## config.mk

```make
export PLATFORM = sky130hd
export DESIGN_NAME = mem_port_arbiter
export DESIGN_NICKNAME = d
export VERILOG_FILES = /design/src/rtl/mem_port_arbiter.sv
export SDC_FILE = /design/constraint.sdc
export NUM_CORES = 1
export LEC_CHECK = 0
export ABC_AREA = 1
export BUFFER_PORTS_ARGS = -buffer_cell sky130_fd_sc_hd__buf_4
export CELL_PAD_IN_SITES_DETAIL_PLACEMENT = 0
export CELL_PAD_IN_SITES_GLOBAL_PLACEMENT = 2
export CORE_MARGIN = 2
export CORE_UTILIZATION = 28
export CTS_CLUSTER_DIAMETER = 100
export DETAILED_ROUTE_END_ITERATION = 8
export PLACE_DENSITY_LB_ADDON = 0.1
export SETUP_SLACK_MARGIN = 0.02
export SYNTH_ARGS = -nofsm -noshare
export SYNTH_HDL_FRONTEND = slang
export SYNTH_SLANG_ARGS = --single-unit
```

## constraint.sdc

```tcl
create_clock -name clk -period 10.26 [get_ports clk]
set_input_delay 1.539 -clock clk [delete_from_list [all_inputs] [get_ports clk]]
set_output_delay 1.539 -clock clk [all_outputs]
set_load 0.05 [all_outputs]
```

## src/rtl/mem_port_arbiter.sv

```systemverilog
// Two-port (fetch/data) arbiter driving an edge-strobed memory with setup/strobe/release pulses.
// Optional MEM_ARB_FIXED_PRIO_EN: data port always wins a tie instead of round-robin.
module mem_port_arbiter #(
    parameter int ADDR_W     = 7,
    parameter int DATA_W     = 32,
    parameter int SETUP_CYC  = 1,
    parameter int STROBE_CYC = 1
) (
    input  logic              clk,
    input  logic              reset,
    input  logic              i_req,
    input  logic [ADDR_W-1:0] i_addr,
    output logic              i_ack,
    output logic [DATA_W-1:0] i_rdata,
    input  logic              d_req,
    input  logic              d_we,
    input  logic [ADDR_W-1:0] d_addr,
    input  logic [DATA_W-1:0] d_wdata,
    output logic              d_ack,
    output logic [DATA_W-1:0] d_rdata,
    output logic [ADDR_W-1:0] mem_read_addr,
    output logic [ADDR_W-1:0] mem_write_addr,
    output logic [DATA_W-1:0] mem_write_data,
    output logic              mem_trig_read,
    output logic              mem_trig_write,
    input  logic [DATA_W-1:0] mem_read_data,
    output logic              busy
);

    typedef enum logic [2:0] {
        S_IDLE,
        S_SETUP,
        S_STROBE,
        S_RELEASE,
        S_DONE
    } state_t;

    localparam int MAXC  = (SETUP_CYC > STROBE_CYC) ? SETUP_CYC : STROBE_CYC;
    localparam int CNT_W = (MAXC > 1) ? $clog2(MAXC) : 1;

    state_t              r_state;
    state_t              w_next;
    logic [CNT_W-1:0]    r_cnt;
    logic                w_cnt_last;
    logic                w_any_req;
    logic                w_grant_d;
    logic                r_sel_d;
    logic                r_we;
    logic [ADDR_W-1:0]   r_addr;
    logic [DATA_W-1:0]   r_wdata;
    logic [DATA_W-1:0]   r_i_rdata;
    logic [DATA_W-1:0]   r_d_rdata;

    assign w_any_req = i_req | d_req;

`ifdef MEM_ARB_FIXED_PRIO_EN
    assign w_grant_d = d_req;
`else
    logic r_last_d;

    // Tie goes to whichever port was not granted last
    assign w_grant_d = d_req & (~i_req | ~r_last_d);

    always_ff @(posedge clk or posedge reset) begin
        if (reset) begin
            r_last_d <= 1'b1;
        end else if (r_state == S_IDLE && w_any_req) begin
            r_last_d <= w_grant_d;
        end
    end
`endif

    always_comb begin
        w_cnt_last = 1'b0;
        if (r_state == S_SETUP) begin
            w_cnt_last = (r_cnt == CNT_W'(SETUP_CYC - 1));
        end else if (r_state == S_STROBE) begin
            w_cnt_last = (r_cnt == CNT_W'(STROBE_CYC - 1));
        end
    end

    always_ff @(posedge clk or posedge reset) begin
        if (reset) begin
            r_state <= S_IDLE;
        end else begin
            r_state <= w_next;
        end
    end

    always_comb begin
        w_next = r_state;
        case (r_state)
            S_IDLE:    if (w_any_req) w_next = S_SETUP;
            S_SETUP:   if (w_cnt_last) w_next = S_STROBE;
            S_STROBE:  if (w_cnt_last) w_next = S_RELEASE;
            S_RELEASE: w_next = S_DONE;
            S_DONE:    w_next = S_IDLE;
            default:   w_next = S_IDLE;
        endcase
    end

    always_ff @(posedge clk or posedge reset) begin
        if (reset) begin
            r_cnt <= '0;
        end else if ((r_state == S_SETUP || r_state == S_STROBE) && !w_cnt_last) begin
            r_cnt <= r_cnt + 1'b1;
        end else begin
            r_cnt <= '0;
        end
    end

    // Request fields are frozen at grant and held through RELEASE
    always_ff @(posedge clk or posedge reset) begin
        if (reset) begin
            r_sel_d <= 1'b0;
            r_we    <= 1'b0;
            r_addr  <= '0;
            r_wdata <= '0;
        end else if (r_state == S_IDLE && w_any_req) begin
            r_sel_d <= w_grant_d;
            r_we    <= w_grant_d & d_we;
            r_addr  <= w_grant_d ? d_addr : i_addr;
            if (w_grant_d) r_wdata <= d_wdata;
        end
    end

    always_ff @(posedge clk or posedge reset) begin
        if (reset) begin
            r_i_rdata <= '0;
            r_d_rdata <= '0;
        end else if (r_state == S_RELEASE && !r_we) begin
            if (r_sel_d) r_d_rdata <= mem_read_data;
            else         r_i_rdata <= mem_read_data;
        end
    end

    assign mem_read_addr  = r_addr;
    assign mem_write_addr = r_addr;
    assign mem_write_data = r_wdata;
    assign mem_trig_read  = (r_state == S_STROBE) & ~r_we;
    assign mem_trig_write = (r_state == S_STROBE) & r_we;
    assign i_ack          = (r_state == S_DONE) & ~r_sel_d;
    assign d_ack          = (r_state == S_DONE) & r_sel_d;
    assign i_rdata        = r_i_rdata;
    assign d_rdata        = r_d_rdata;
    assign busy           = (r_state != S_IDLE);

endmodule

```

# After elaboration in Yosys (flattened, before gate mapping)
# Index checks and enable logic that the tools add are counted.
# word_totals
regBits	110
inputBits	83
out_inout_bits	115
elab_cells	50
# op_classes
n_addsub	1
n_eq_ne	7
mux	8
bitwise	13
reduce_logical	12
# op_table
operator	n
$pmux 3 s4	1
$mux 3	3
$mux 7	1
$and 1x1->1	6
$eq 3x2->1 const B	2
$ne 2x2->1 const B	3
$reduce_and 2->1	3
$not 1->1	5
$eq 3x1->1 const B	1
$eq 3x3->1 const B	1
$logic_and 1x1->1	3
$logic_not 3->1	1
$mux 1	3
$reduce_and 3->1	1
$reduce_bool 3->1	1
$logic_not 1->1	2
$or 1x1->1	2
$add 1x1->1 const B	1
$logic_or 1x1->1	1

# Depth between registers and ports, before layout
# logic_depth
depth_word	6
mapped_depth	8
mapped_depth_nobuf	7

# Worst setup path after synthesis
# OpenSTA, ideal clock, no wires.
# synth_timing
path_type	reg2out
from	register r_state[2]
to	output mem_trig_read
t_arrival_ps	1305
required_ps	8721
path_slack_ps	7416
stages_incl_launch_ff	4
path_buffers	0
cell_sequence	dfrtp_1 > nor2_1 > nand2_1 > nor2_1
# synth_via
elab_chain_cells	2
# synth_rtl
element	line_no	text
start, declared	41	state_t r_state;
start signal, assigned	86	r_state <= w_next;
$eq 3x2->1	140	assign mem_trig_read = (r_state == S_STROBE) & ~r_we;
$and 1x1->1	140	
end, declared	24	output logic mem_trig_read,
# No other way between the ends.

# Worst setup path in the final report
# layout_timing
from	register r_state[1]
to	output d_ack
# layout_via
elab_chain_cells	2
# layout_rtl
element	line_no	text
$eq 3x3->1	143	assign d_ack = (r_state == S_DONE) & r_sel_d;
$and 1x1->1	143	
end, declared	19	output logic d_ack,
# No other way between the ends.

==> impl_metrics.csv <==
group,metric,value,unit
outcome,outcome,"finished, final reports clean",
clock_tree,path_clk_slew,70,ps
drt,vias,3695,
drt,routed_wl,12.0,mm
die,coreArea,0.0152,mm²
clock_tree,cts_setup_buffers,0,
synthesis,ys_seq_area_share,63.1,%
place,io_buffer_count,197,
global_routing,grtUsageTotal,14.5,%
die,die_w,129,µm
clock_tree,clock_path_buffers,2,
critical_path,critPathLaunchType,"flip-flop",
synthesis,ys_types,18,
synthesis,postSynthAreaPerCell,9.11,µm²
clock_tree,htreeDepth,3,
synthesis,syn_nets,562,
clock_tree,cts_resized,0,
synthesis,yosys-top-cells-area,"dfrtp_1 63%, nand2_1 15%, o21ai_1 7.3%",
critical_path,critical_path_arrival,1420,ps
critical_path,path_class,"reg -> out",
timing,setup_ws,7300,ps
place,gp_congestion,0.759,
place,dp.final_hpwl,8.18,mm
drt,first_iter_violations,219,
job,maxCapViolCount,0,
clock_tree,cts_buffers,9,
drt,drt_first_pass_iters,4,
clock_tree,cts_root_buffer,"clkbuf_16",
drt,route.detailed.drc,0,
timing,fin_hold_ws,475,ps
synthesis,synth-seq-cells,110,
global_routing,grt_pass1_wl,18.7,mm
final_layout,diodes,0,
die,die_h,129,µm
final_layout,final_util,41.1,%
min_path,hold_path.class,"reg -> reg",
critical_path,cp_max_fo,6,
synthesis,synth_area,0.00436,mm²
synthesis,synthCells,479,
drt,postRouteAntennaNets,0,
die,rows,45,
final_layout,fin_nets,744,
timing,worst_pin_slew,765,ps
final_layout,nFillCells,1581,
final_layout,syn2layout_area_growth,43.1,%
synthesis,synth_top_area_share,62.5,%
timing,relSlewSlack,49.0,%
clock_tree,clk_latency,350,ps
final_layout,drive_gt1_share,33.5,%
global_routing,grt_pass1_vias,3615,
global_routing,antenna_found_initial,0,
clock_tree,tritoncts,"built",
place,post-place-ws,7270,ps
critical_path,end_kind,"output pin",
critical_path,crit_required,8720,ps
timing,setup-tns-final,0,ps
timing,timing.final.crit_share,28.8,%
timing,rsz0062_at_grt,"false",
timing,fmax,338,MHz
timing,setup_viol_count_final,0,
global_routing,overflow,0,
timing,fin_worst_skew,10.4,ps
timing,finalHoldViolations,0,
timing,fin_crit,2960,ps
synthesis,synth_warnings,0,
clock_tree,cts_sinks,110,
die,initial_utilization,28.7,%
die,dieArea,0.0166,mm²
clock_tree,hold_buffers,0,
drt,viasPerCell,4.33,
die,io-pin-count,198,
synthesis,synth_area_leader_cell,"dfrtp_1",
global_routing,grt_max_degree,65,
drt,avgRoutedWirePerCell,14.0,µm
timing,finalMaxSlewViolations,0,
## path summary, 6_finish.rpt
path | slack [ps] | cells past startpoint | end | from
max in group asynchronous | 7740 | 3 | mem_write_data[20]$_DFFE_PP0P_ | reset
hold / removal | 480 | 2 | mem_write_data[16]$_DFFE_PP0P_ | mem_write_data[16]$_DFFE_PP0P_
setup / recovery | 7300 | 4 | d_ack | r_state[1]$_DFFE_PP0P_
min in group asynchronous | 1290 | 2 | i_rdata[3]$_DFFE_PP0P_ | reset
setup reg to reg | 8330 | 7 | mem_write_data[10]$_DFFE_PP0P_ | r_state[2]$_DFFE_PP0P_
hold reg to reg | 480 | 2 | mem_write_data[16]$_DFFE_PP0P_ | mem_write_data[16]$_DFFE_PP0P_
## synth_stat cells
library cell / number
nand2_2: 1
o21bai_1: 1
nand2_1: 180
buf_2: 19
nand3_4: 2
conb_1: 1
o21ai_1: 64
nor2_1: 8
inv_1: 40
nor2_4: 1
dfrtp_1: 109
nand3_1: 36
dfstp_2: 1
nor2_2: 2
o21ai_0: 3
clkinv_1: 1
buf_4: 7
clkbuf_1: 3
## worst max-delay path, cell delays in order, from the launching register on
cell and delay [ps]:
dfrtp_1 450, nor2_1 170, nand2_1 100, nor2_1 120, buf_4 220
## layer usage
metal | vias to the layer above | GRT usage [%] | part of all wire (%)
met5 | - | 0 | 0
met4 | 0 | 5.56 | 1.7
met3 | 11 | 4.95 | 8.3
met2 | 124 | 21.5 | 45
met1 | 1698 | 19.6 | 45
li1 | 1862 | - | -
## flip-flops by register name, summed over array words and instances (netlist names)
register,cells
d_rdata,32
r_we,1
r_cnt,1
mem_read_addr,7
r_sel_d,1
mem_write_data,32
r_state,3
r_last_d,1
i_rdata,32
## layout make-up
cell class | count | area, µm² | area share, %
multi-input combinational | 299 | 1300 | 20.8
timing repair buffer | 200 | 1500 | 24.0
clock inverter | 5 | 58.8 | 0.942
tap | 188 | 235 | 3.77
sequential | 110 | 2750 | 44.1
inverter | 41 | 156 | 2.50
clock buffer | 11 | 243 | 3.89
## placed cells by master, fill, tap and decap left out
cell,synthesis,final
clkinv_1,1,1
clkbuf_1,3,1
bufinv_16,0,1
clkbuf_8,0,1
nor2_1,8,8
o21bai_1,1,1
buf_4,7,200
dfrtp_1,109,109
clkinvlp_4,0,2
conb_1,1,1
dfstp_2,1,1
clkbuf_16,0,9
o21ai_0,3,3
nand3_1,36,36
nor2_2,2,2
nand2_1,180,180
inv_4,0,1
clkinv_2,0,1
nand2_2,1,1
o21ai_1,64,64
inv_1,40,39
nor2_4,1,1
clkinv_4,0,1
nand3_4,2,2
## per-stage QoR
stage / cells / cell area (µm²)
3_5_place_dp: 838 / 5940
2_1_floorplan: 479 / 4360
5_1_grt: 854 / 6250
6_report: 854 / 6250
4_1_cts: 854 / 6250
3_3_place_gp: 838 / 5940
## logic make-up after synthesis
logic type             Yosys count  share of synthesized area [%]
AOI/OAI and AO/OA               68                           7.86
buffers and inverters           70                           7.17
DFF                            110                           63.1
other                            1                         0.0859
and+or+nand+nor                230                           21.8
Power is left out: the tool's default activity adds up to more than one toggle a clock period on the data nets, which glitch-free logic cannot reach.
